--- src/rtl/p2s_arbiter.sv ---
// rtl/p2s_arbiter.sv - round-robin scheduler sharing one parallel-to-serial converter
// Optional urgent lane for requester 0 enabled by defining P2S_ARB_PRIORITY_EN.
module p2s_arbiter #(
  parameter int NUM_REQ = 4,
  parameter int WIDTH   = 4,
  parameter int ID_W    = 2
) (
  input  logic                     clk,
  input  logic                     reset,
  input  logic [NUM_REQ-1:0]       req_i,
  input  logic [NUM_REQ*WIDTH-1:0] req_data_i,
  output logic [NUM_REQ-1:0]       ack_o,
  input  logic                     ser_empty_i,
  output logic                     ser_load_o,
  output logic [WIDTH-1:0]         ser_data_o,
  output logic [ID_W-1:0]          cur_id_o,
  output logic                     busy_o,
  output logic                     done_o
);

  localparam int CNT_W = (WIDTH > 1) ? $clog2(WIDTH) : 1;

  typedef enum logic {IDLE, SHIFT} state_t;

  state_t             state_q, state_d;
  logic [ID_W-1:0]    rr_ptr_q, rr_ptr_d;
  logic [CNT_W-1:0]   cnt_q, cnt_d;
  logic [NUM_REQ-1:0] ack_q, ack_d;
  logic               load_q, load_d;
  logic [WIDTH-1:0]   data_q, data_d;
  logic [ID_W-1:0]    id_q, id_d;
  logic               busy_q, busy_d;
  logic               done_q, done_d;

  logic [ID_W:0]      pick;
  logic [ID_W-1:0]    win;

  // Returns {found, index}: first requester at or after ptr, wrapping.
  function automatic logic [ID_W:0] pick_winner(input logic [NUM_REQ-1:0] req,
                                                input logic [ID_W-1:0]    ptr);
    logic [ID_W:0] res;
    int            idx;
    res = '0;
`ifdef P2S_ARB_PRIORITY_EN
    if (req[0]) res = {1'b1, {ID_W{1'b0}}};
`endif
    for (int i = 0; i < NUM_REQ; i++) begin
      idx = int'(ptr) + i;
      if (idx >= NUM_REQ) idx = idx - NUM_REQ;
`ifdef P2S_ARB_PRIORITY_EN
      if (!res[ID_W] && idx != 0 && req[idx]) res = {1'b1, ID_W'(idx)};
`else
      if (!res[ID_W] && req[idx]) res = {1'b1, ID_W'(idx)};
`endif
    end
    return res;
  endfunction

  assign pick = pick_winner(req_i, rr_ptr_q);
  assign win  = pick[ID_W-1:0];

  always_comb begin
    state_d  = state_q;
    rr_ptr_d = rr_ptr_q;
    cnt_d    = cnt_q;
    ack_d    = '0;
    load_d   = 1'b0;
    data_d   = data_q;
    id_d     = id_q;
    busy_d   = busy_q;
    done_d   = 1'b0;
    case (state_q)
      IDLE: begin
        if (ser_empty_i && pick[ID_W]) begin
          ack_d   = NUM_REQ'(1) << win;
          load_d  = 1'b1;
          data_d  = req_data_i[int'(win)*WIDTH +: WIDTH];
          id_d    = win;
          busy_d  = 1'b1;
          cnt_d   = CNT_W'(WIDTH - 1);
          state_d = SHIFT;
          if (win == ID_W'(NUM_REQ - 1)) rr_ptr_d = '0;
          else                           rr_ptr_d = win + 1'b1;
`ifdef P2S_ARB_PRIORITY_EN
          // Urgent-lane grants do not disturb the round-robin position.
          if (win == '0) rr_ptr_d = rr_ptr_q;
`endif
        end
      end
      SHIFT: begin
        if (cnt_q == '0) begin
          state_d = IDLE;
          busy_d  = 1'b0;
          done_d  = 1'b1;
        end else begin
          cnt_d = cnt_q - 1'b1;
        end
      end
      default: state_d = IDLE;
    endcase
  end

  always_ff @(posedge clk) begin
    if (reset) begin
      state_q  <= IDLE;
      rr_ptr_q <= '0;
      cnt_q    <= '0;
      ack_q    <= '0;
      load_q   <= 1'b0;
      data_q   <= '0;
      id_q     <= '0;
      busy_q   <= 1'b0;
      done_q   <= 1'b0;
    end else begin
      state_q  <= state_d;
      rr_ptr_q <= rr_ptr_d;
      cnt_q    <= cnt_d;
      ack_q    <= ack_d;
      load_q   <= load_d;
      data_q   <= data_d;
      id_q     <= id_d;
      busy_q   <= busy_d;
      done_q   <= done_d;
    end
  end

  assign ack_o      = ack_q;
  assign ser_load_o = load_q;
  assign ser_data_o = data_q;
  assign cur_id_o   = id_q;
  assign busy_o     = busy_q;
  assign done_o     = done_q;

endmodule

--- config.mk ---
export PLATFORM = sky130hd
export DESIGN_NAME = p2s_arbiter
export DESIGN_NICKNAME = d
export VERILOG_FILES = /design/src/rtl/p2s_arbiter.sv
export SDC_FILE = /design/constraint.sdc
export NUM_CORES = 1
export LEC_CHECK = 0
export BUFFER_PORTS_ARGS = -buffer_cell sky130_fd_sc_hd__buf_2
export CAP_MARGIN = 20
export CORE_ASPECT_RATIO = 0.9
export CORE_MARGIN = 2
export CORE_UTILIZATION = 49
export DETAILED_ROUTE_END_ITERATION = 12
export GPL_TIMING_DRIVEN = 0
export HOLD_SLACK_MARGIN = 0.12
export PLACE_DENSITY = 0.83
export REMOVE_ABC_BUFFERS = 1
export SLEW_MARGIN = 10
export SYNTH_ARGS = -nofsm -noshare
export SYNTH_HDL_FRONTEND = slang
export SYNTH_SLANG_ARGS = --single-unit
--- constraint.sdc ---
create_clock -name clk -period 2.85 [get_ports clk]
set_clock_uncertainty 0.05 [all_clocks]
set_input_delay 0.1425 -clock clk [delete_from_list [all_inputs] [get_ports clk]]
set_output_delay 0.1425 -clock clk [all_outputs]
set_load 0.05 [all_outputs]
==> results of run 1 <==
[cell type report]
cell class	count	area (µm²)	area share, %
timing repair buffer	42	245	21.6
multi-input combinational	59	435	38.4
inverter	7	26.3	2.32
tap	24	30.0	2.65
clock buffer	4	36.3	3.20
sequential	18	360	31.8
[power breakdown]
group	internal, mW	switching [mW]	leakage [nW]
sequential	0.273	0.0121	0.148
combinational	0.0735	0.124	0.355
clock	0.0780	0.0755	0.0210
[cell usage after synthesis (2+ instances only)]
master | instances | area (µm²)
dfxtp_1 | 18 | 360
inv_1 | 5 | 18.8
buf_4 | 2 | 15.0
nand3b_1 | 5 | 37.5
a221oi_1 | 3 | 26.3
a21oi_1 | 6 | 30.0
o21ai_0 | 2 | 10.0
inv_2 | 2 | 7.51
nor2_1 | 12 | 45.0
nand2_1 | 6 | 22.5
o221ai_2 | 4 | 60.1
mux2i_1 | 8 | 80.1
[flip-flops by register name, indices dropped and copies added, names as in the netlist]
name,count
ack_o,4
busy_o,1
cnt_q,2
cur_id_o,2
done_o,1
rr_ptr_q,2
ser_data_o,4
ser_load_o,1
state_q,1
[per-stage QoR]
| step | hold WS [ns] | utilization, % | cells | setup WS (ns) |
|---|---|---|---|---|
| detailed placement | 0.396 | 62.4 | 143 | 0.947 |
| floorplan | 0.157 | - | 84 | 1.24 |
| CTS | 0.131 | 68.8 | 154 | 0.430 |
| global placement | 0.388 | 62.4 | 143 | 1.01 |
| finish | 0.142 | 68.8 | 154 | 0.372 |
| global route | 0.137 | 68.8 | 154 | 0.242 |
[worst min-delay path, delay by kind of cell]
kind | cells | cell delay (ns)
AOI/OAI and AO/OA | 1 | 0.15
buffers and inverters | 1 | 0.08
muxes | 1 | 0.08
[cells by family after synthesis]
family          after synthesis  synth area share, %
simple gates                 29                 18.5
compound gates               20                 20.7
flops                        18                 42.3
buf+inv                      11                 6.61
mux                           8                 9.40
xor+xnor                      1                 1.03
fa+ha+maj                     1                 1.47
[routing by layer]
layer / part of all wire (%) / wire (µm)
met2: 54 / 1100
met3: 5.2 / 106
met1: 39 / 792
met4: 2.0 / 40
met5: 0 / 0
[placed cells by master, fill, tap and decap left out, types with 3 or more instances in the layout]
master,instances
mux2i_1,8
a21oi_1,6
nor2_1,12
buf_2,35
nand3b_1,5
o221ai_2,4
nand2_1,6
a221oi_1,3
clkbuf_4,3
inv_1,5
dfxtp_1,18
dlygate4sd3_1,7
[worst max-delay path by stage]
| stage | end | cells past startpoint |
|---|---|---|
| final | ser_data_o[0] | 6 |
| after global routing | ser_data_o[0] | 6 |
| after CTS | ser_data_o[1] | 6 |
| after detailed placement | ser_data_o[2] | 5 |
| after global placement | ser_data_o[1] | 6 |
| after floorplan | ser_data_o[0] | 5 |
[timing repair]
| action | 4_1_cts | 5_1_grt |
|---|---|---|
| hold endpoints to repair | 6 | 0 |
| setup endpoints to repair | 0 | 0 |
| hold buffers | 7 | 0 |
==> results.yml, run 1 <==
final_layout:
  layout.nets: 155
  fill_cells: 149
  synthToLayoutAreaGrowth_pct: 33.0
  final_layout_size_suffix_gt1_share_pct: 38.5
  antenna_cells: 0
  fin_area_mm2: 0.00113
clock_tree:
  path_clk_slew_ns: 0.10
  cts.repair.resized: 0
  cts_tree: "built"
  htreeDepth: 1
  cts_setup_buffers: 0
  numCtsBuffers: 3
  cts_sinks: 18
  clock_latency_ns: 0.30
  cts-root-buf: "clkbuf_4"
  clock_path_buffers: 2
critical_path:
  critical_path.slowest_cell: "a2bb2oi_2"
  path_delay_family: "compound AO/OA/AOI/OAI gates"
  max_stage_delay_ns: 0.67
  r2r_slack_ns: 0.37
  crit_chain: "a21oi_1 > o21ai_0 > a2bb2oi_2 > mux2i_1 > dlygate4sd3_1 > o221ai_2"
  arrival_ns: 2.62
  rr_worst_depth: 6
  crit_type: "reg -> reg"
  path_max_fanout: 13
  end_kind: "register"
  critPathLaunchType: "register"
  worst_r2r_endpoint: "ser_data_o[0]"
  critPathRequiredTime_ns: 2.99
  worstReg2RegStart: "rr_ptr_q[1]"
  startpoint: "rr_ptr_q[1]"
  worst-path-buf-inv: 1
die:
  rows: 14
  dieHeight_um: 43.6
  initial_core_util_pct: 51.7
  fp.dieW_um: 48.0
  fp.dieArea_mm2: 0.00209
  coreArea_mm2: 0.00165
  ios: 36
sta:
  slew_violations: 0
  setup_viol_count_final: 0
  rsz0062_at_grt: "no"
  max_slew.worst_pin.slew_ns: 0.851
  relSlewSlack_pct: 43.2
  fin_tns_setup_ns: 0
  max_freq_mhz: 404
  hold_violations: 0
  min_period_over_period_pct: 86.9
  period_needed_ns: 2.48
hold_path:
  holdPathStages: 3
  min_path_type: "in -> reg"
  min_to: "ser_data_o[3]"
  hold_path_startpoint: "req_data_i[3]"
global_routing:
  grtUsageMet3_pct: 7.08
  grtUsageTotal_pct: 22.3
  antenna_found_initial: 0
  grt_use_met2_pct: 36.8
  grt_first_pass_wirelength_mm: 3.19
  grt_busiest_layer: "met2"
  grt_max_degree: 15
  use_met1_pct: 24.9
  grt_pass1_vias: 777
  grt-ovfl-total: 0
pwr:
  total_power_uw: 636
  power_density_mw_per_mm2: 561
  vdd_drop_max_mv: 0.324
  p_leak_nw: 0.524
drt:
  wl_mm: 2.04
  drc: 0
  drt_iter0_drc: 15
  ant_nets: 0
  wl_per_cell_um: 13.3
  first_pass_iters: 4
  via_count: 796
  vias_per_cell: 5.17
place:
  placed_area_mm2: 0.00103
  place_congestion: 0.731
  port_buffers: 35
  post-dp-hpwl_mm: 1.39
synthesis:
  syn_inst: 88
  synth_flop_cell: "dfxtp_1"
  ys_seq_area_share_pct: 42.3
  synth_cell_types: 27
  ys_ff_latch: 18
  synth_edf_count: 0
  synth_warnings: 0
  synthesis.area_um2: 852
  async_reset_ff_share_pct: 0
  avgSynthCellArea_um2: 9.68
outcome:
  outcome: "finished, final reports clean"
flow_run:
  maxCapViolations: 0
No activity file was read; power rests on OpenSTA's default activity.
==> inputs of run 2 (changes only) <==
--- a/config.mk
+++ b/config.mk
@@ -9,11 +9,11 @@
 export CAP_MARGIN = 20
 export CORE_ASPECT_RATIO = 0.9
 export CORE_MARGIN = 2
-export CORE_UTILIZATION = 49
+export CORE_UTILIZATION = 45
 export DETAILED_ROUTE_END_ITERATION = 12
 export GPL_TIMING_DRIVEN = 0
 export HOLD_SLACK_MARGIN = 0.12
-export PLACE_DENSITY = 0.83
+export PLACE_DENSITY = 0.77
 export REMOVE_ABC_BUFFERS = 1
 export SLEW_MARGIN = 10
 export SYNTH_ARGS = -nofsm -noshare
==> constraint.sdc (replaced) <==
create_clock -name clk -period 2.65 [get_ports clk]
set_clock_uncertainty 0.05 [all_clocks]
set_input_delay 0.1325 -clock clk [delete_from_list [all_inputs] [get_ports clk]]
set_output_delay 0.1325 -clock clk [all_outputs]
set_load 0.05 [all_outputs]
==> results.yml, run 2 (same netlist as run 1, synthesis figures left out) <==
flow_run:
  maxCapViolations: 0
final_layout:
  mostFrequentLayoutCell: "buf_2"
  final_cell_mix: "35 x buf_2, 18 x dfxtp_1, 13 x dlygate4sd3_1"
  antenna_cells: 0
  multi_input_comb_area_um2: 435
  synthToLayoutAreaGrowth_pct: 40.1
  layout.nets: 161
  fill_cells: 140
  seq_area_um2: 360
  final_layout_size_suffix_gt1_share_pct: 36.8
clock_tree:
  clock_latency_ns: 0.29
  numCtsBuffers: 3
  clock_path_buffers: 2
  cts_sinks: 18
  htreeDepth: 1
  cts_tree: "built"
  path_clk_slew_ns: 0.10
  cts-root-buf: "clkbuf_4"
  cts_setup_buffers: 0
pwr:
  p_clk_share_pct: 24.0
  power_density_mw_per_mm2: 581
  combPwrFrac_pct: 31.5
  vdd_drop_max_mv: 0.445
  seqPwrFrac_pct: 44.4
  switching_power_uw: 229
  internal_power_uw: 465
  p_leak_nw: 0.547
  p_sw_share_pct: 33.0
  total_power_uw: 693
critical_path:
  path_max_fanout: 13
  path_delay_family: "compound AO/OA/AOI/OAI gates"
  critPathRequiredTime_ns: 2.78
  max_stage_delay_ns: 0.65
  rr_worst_depth: 6
  cp.depth: 6
  end_kind: "register"
  r2r_slack_ns: 0.27
  arrival_ns: 2.51
  crit_chain: "a21oi_1 > o21ai_0 > a2bb2oi_2 > mux2i_1 > dlygate4sd3_1 > o221ai_2"
  critical_path.slowest_cell: "a2bb2oi_2"
  critPathLaunchType: "register"
  worst-path-buf-inv: 1
  crit_type: "reg -> reg"
sta:
  slew_violations: 0
  hold_violations: 0
  min_period_over_period_pct: 89.7
  relSlewSlack_pct: 45.4
  rsz0062_at_grt: "no"
  period_needed_ns: 2.38
  max_freq_mhz: 420
  max_slew.worst_pin.slew_ns: 0.819
  setup_viol_count_final: 0
  fin_tns_setup_ns: 0
drt:
  ant_nets: 0
  wl_per_cell_um: 12.9
  drt_iter0_drc: 28
  vias_per_cell: 5.19
  via_count: 831
  wl_met2_mm: 1.04
  first_pass_iters: 4
  wl_mm: 2.06
  wl_met1_um: 846
  drc: 0
  highest_layer: "met4"
  met3_wirelength_um: 139
place:
  post-dp-hpwl_mm: 1.37
  place_congestion: 0.726
  port_buffers: 35
die:
  fp.dieW_um: 49.9
  dieHeight_um: 45.3
  coreArea_mm2: 0.00173
  fp.dieArea_mm2: 0.00226
  rows: 14
  initial_core_util_pct: 49.1
  ios: 36
global_routing:
  grt_first_pass_wirelength_mm: 3.34
  grt-ovfl-total: 0
  antenna_found_initial: 0
  grt_max_degree: 15
  grt_pass1_vias: 756
  grtUsageTotal_pct: 20.1
hold_path:
  holdPathStages: 3
  min_path_type: "in -> reg"
outcome:
  outcome: "finished, final reports clean"
## run 2: cell count changes in the layout (fill, tap and decap cells not counted)
cell	previous run	this run
dlygate4sd3_1	7	13
## run 2: area by class of cell
class                   instances  share of cell area, %
well taps                      24                   2.52
inverters                       7                   2.20
repair buffers                 48                   25.6
clock buffers                   4                   3.04
multi-input cells              59                   36.5
flip-flops and latches         18                   30.2
## run 2: final timing paths
path / from / endpoint
worst max-delay path: rr_ptr_q[1] / ser_data_o[2]
worst min-delay path: req_data_i[13] / ser_data_o[1]
worst max register to register: rr_ptr_q[1] / ser_data_o[2]
worst min register to register: cur_id_o[0] / cur_id_o[0]
## run 2: power by group through the flow
stage | Combinational (mW) | Sequential (mW) | Clock (mW)
6_report | 0.219 | 0.308 | 0.167
5_1_grt | 0.237 | 0.311 | 0.179
4_1_cts | 0.218 | 0.308 | 0.172
3_5_place_dp | 0.195 | 0.314 | 0
3_3_place_gp | 0.190 | 0.312 | 0
2_1_floorplan | 0.0912 | 0.365 | 0
## run 2: what timing repair did
action / in CTS / in global routing
resized for setup: 0 / 0
hold buffers: 13 / 0
endpoints found under the setup margin: 0 / 0
hold endpoints to repair: 6 / 0
## run 2: worst reg2reg max path, cell delays in order, from the launching register on
cell and delay (ns):
dfxtp_1 0.38, a21oi_1 0.15, o21ai_0 0.11, a2bb2oi_2 0.65
mux2i_1 0.26, dlygate4sd3_1 0.58, o221ai_2 0.09
## run 2: stage by stage
step,std cells,hold slack (ns),setup WS [ns],util [%],cell area [µm²]
finish,160,0.121,0.272,68.8,1190
global placement,143,0.392,0.814,59.2,1030
CTS,160,0.121,0.282,68.8,1190
detailed placement,143,0.394,0.767,59.2,1030
floorplan,84,0.147,1.04,-,822
global route,160,0.138,0.134,68.8,1190
## run 2: metal layers
metal	global-route usage [%]	up-vias
met5	0	-
met4	6.67	0
met3	6.29	6
met1	22.7	380
li1	-	408
met2	36.5	37
==> inputs of run 3 (changes only) <==
--- a/config.mk
+++ b/config.mk
@@ -7,13 +7,15 @@
 export LEC_CHECK = 0
 export BUFFER_PORTS_ARGS = -buffer_cell sky130_fd_sc_hd__buf_2
 export CAP_MARGIN = 20
+export CELL_PAD_IN_SITES_DETAIL_PLACEMENT = 0
+export CELL_PAD_IN_SITES_GLOBAL_PLACEMENT = 2
 export CORE_ASPECT_RATIO = 0.9
 export CORE_MARGIN = 2
-export CORE_UTILIZATION = 45
+export CORE_UTILIZATION = 24
 export DETAILED_ROUTE_END_ITERATION = 12
 export GPL_TIMING_DRIVEN = 0
 export HOLD_SLACK_MARGIN = 0.12
-export PLACE_DENSITY = 0.77
+export PLACE_DENSITY = 0.75
 export REMOVE_ABC_BUFFERS = 1
 export SLEW_MARGIN = 10
 export SYNTH_ARGS = -nofsm -noshare
==> constraint.sdc (replaced) <==
create_clock -name clk -period 1.9 [get_ports clk]
set_clock_uncertainty 0.05 [all_clocks]
set_input_delay 0.095 -clock clk [delete_from_list [all_inputs] [get_ports clk]]
set_output_delay 0.095 -clock clk [all_outputs]
set_load 0.05 [all_outputs]
==> results.yml, run 3 (same netlist as run 1, synthesis figures left out) <==
outcome:
  outcome: "finished, final reports clean"
final_layout:
  multi_input_comb_area_um2: 447
  synthToLayoutAreaGrowth_pct: 35.5
  post-route-util_pct: 34.2
  mostFrequentLayoutCell: "buf_2"
  final_layout_size_suffix_gt1_share_pct: 38.6
  layout.nets: 153
  fill_cells: 366
  fin_area_mm2: 0.00115
  seq_area_um2: 360
  antenna_cells: 0
  final_cell_mix: "35 x buf_2, 18 x dfxtp_1, 12 x nor2_1"
sta:
  slew_violations: 0
  relSlewSlack_pct: 68.1
  max_slew.worst_pin.slew_ns: 0.477
  max_freq_mhz: 590
  holdWs_ns: 0.120
  finalWorstSetupSlack_ns: 0.206
  setup_viol_count_final: 0
  min_period_over_period_pct: 89.2
  rsz0062_at_grt: "no"
  hold_violations: 0
  period_needed_ns: 1.69
critical_path:
  worst_r2r_endpoint: "ser_data_o[2]"
  critPathLaunchType: "register"
  arrival_ns: 1.78
  critPathRequiredTime_ns: 1.98
  r2r_slack_ns: 0.21
  end_kind: "register"
  crit_type: "reg -> reg"
  path_max_fanout: 13
  worstReg2RegStart: "rr_ptr_q[0]"
  rr_worst_depth: 5
clock_tree:
  cts_sinks: 18
  htreeDepth: 1
  path_clk_slew_ns: 0.06
  numCtsBuffers: 3
  clock_path_buffers: 2
  cts_setup_buffers: 0
  cts_tree: "built"
  clock_latency_ns: 0.25
  cts-root-buf: "clkbuf_8"
die:
  ios: 36
  fp.dieArea_mm2: 0.00404
  coreArea_mm2: 0.00338
  dieHeight_um: 60.5
  initial_core_util_pct: 25.2
  rows: 20
  fp.dieW_um: 66.8
pwr:
  combPwrFrac_pct: 29.3
  seqPwrFrac_pct: 44.1
  vdd_drop_max_mv: 0.447
  p_clk_share_pct: 26.6
  internal_power_uw: 657
  total_power_uw: 974
  p_leak_nw: 0.517
  p_sw_share_pct: 32.6
  power_density_mw_per_mm2: 843
  switching_power_uw: 317
global_routing:
  grt-ovfl-total: 0
  grt_pass1_vias: 751
  grt_first_pass_wirelength_mm: 3.24
  grt_max_degree: 15
  antenna_found_initial: 0
  grtUsageTotal_pct: 10.5
place:
  place_ws_ns: -0.00585
  placed_area_mm2: 0.00105
  place_congestion: 0.616
  post-dp-hpwl_mm: 1.41
  port_buffers: 35
hold_path:
  holdPathStages: 3
  min_path_type: "in -> reg"
  min_to: "ser_data_o[3]"
  hold_path_startpoint: "req_data_i[7]"
drt:
  via_count: 783
  drc: 0
  wl_mm: 1.97
  drt_iter0_drc: 34
  first_pass_iters: 4
  wl_per_cell_um: 11.5
  ant_nets: 0
  vias_per_cell: 4.58
flow_run:
  maxCapViolations: 0
## run 3: final cells by class
class,count,share of cell area (%)
Clock buffer,3,3.58
Inverter,7,2.28
Multi-Input combinational cell,59,38.7
Sequential cell,18,31.2
Tap cell,44,4.77
Timing Repair Buffer,40,19.5
## run 3: worst max-delay path by stage
stage	from	to	cells past startpoint
finish	rr_ptr_q[0]	ser_data_o[2]	5
global route	rr_ptr_q[0]	ser_data_o[2]	5
CTS	rr_ptr_q[1]	ser_data_o[2]	5
detailed placement	req_i[0]	ser_data_o[0]	6
global placement	req_i[0]	ser_data_o[3]	6
floorplan	rr_ptr_q[1]	ser_data_o[0]	5
## run 3: power by group through the flow
stage	combinational, mW	sequential (mW)	clock [mW]
6_report	0.286	0.430	0.259
5_1_grt	0.313	0.435	0.285
4_1_cts	0.283	0.429	0.271
3_5_place_dp	0.274	0.437	0
3_3_place_gp	0.271	0.436	0
2_1_floorplan	0.127	0.509	0
## run 3: layer usage
layer  vias to the layer above  wire (µm)  global-route usage, %
met4                         0         29                   2.62
met3                         4         87                   2.78
met2                        17        945                   18.6
li1                        392          -                      -
met5                         -          0                      0
met1                       370        908                   12.7
## run 3: repair_timing
item / CTS / global route
setup endpoints to repair: 0 / 5
hold buffers: 5 / 0
hold endpoints to repair: 3 / 0
gates resized for setup: 0 / 1
## run 3: per-stage QoR
step | instances | setup TNS (ns)
after floorplan | 84 | 0
after global placement | 163 | 0
after detailed placement | 163 | -0.00809
after CTS | 171 | 0
after global routing | 171 | 0
final | 171 | 0
## run 3: worst max-delay path: stages, from the launching register on
cell,delay [ns]
dfxtp_1,0.37
inv_2,0.07
a21oi_1,0.23
a2bb2oi_4,0.43
mux2i_1,0.32
o221ai_2,0.12
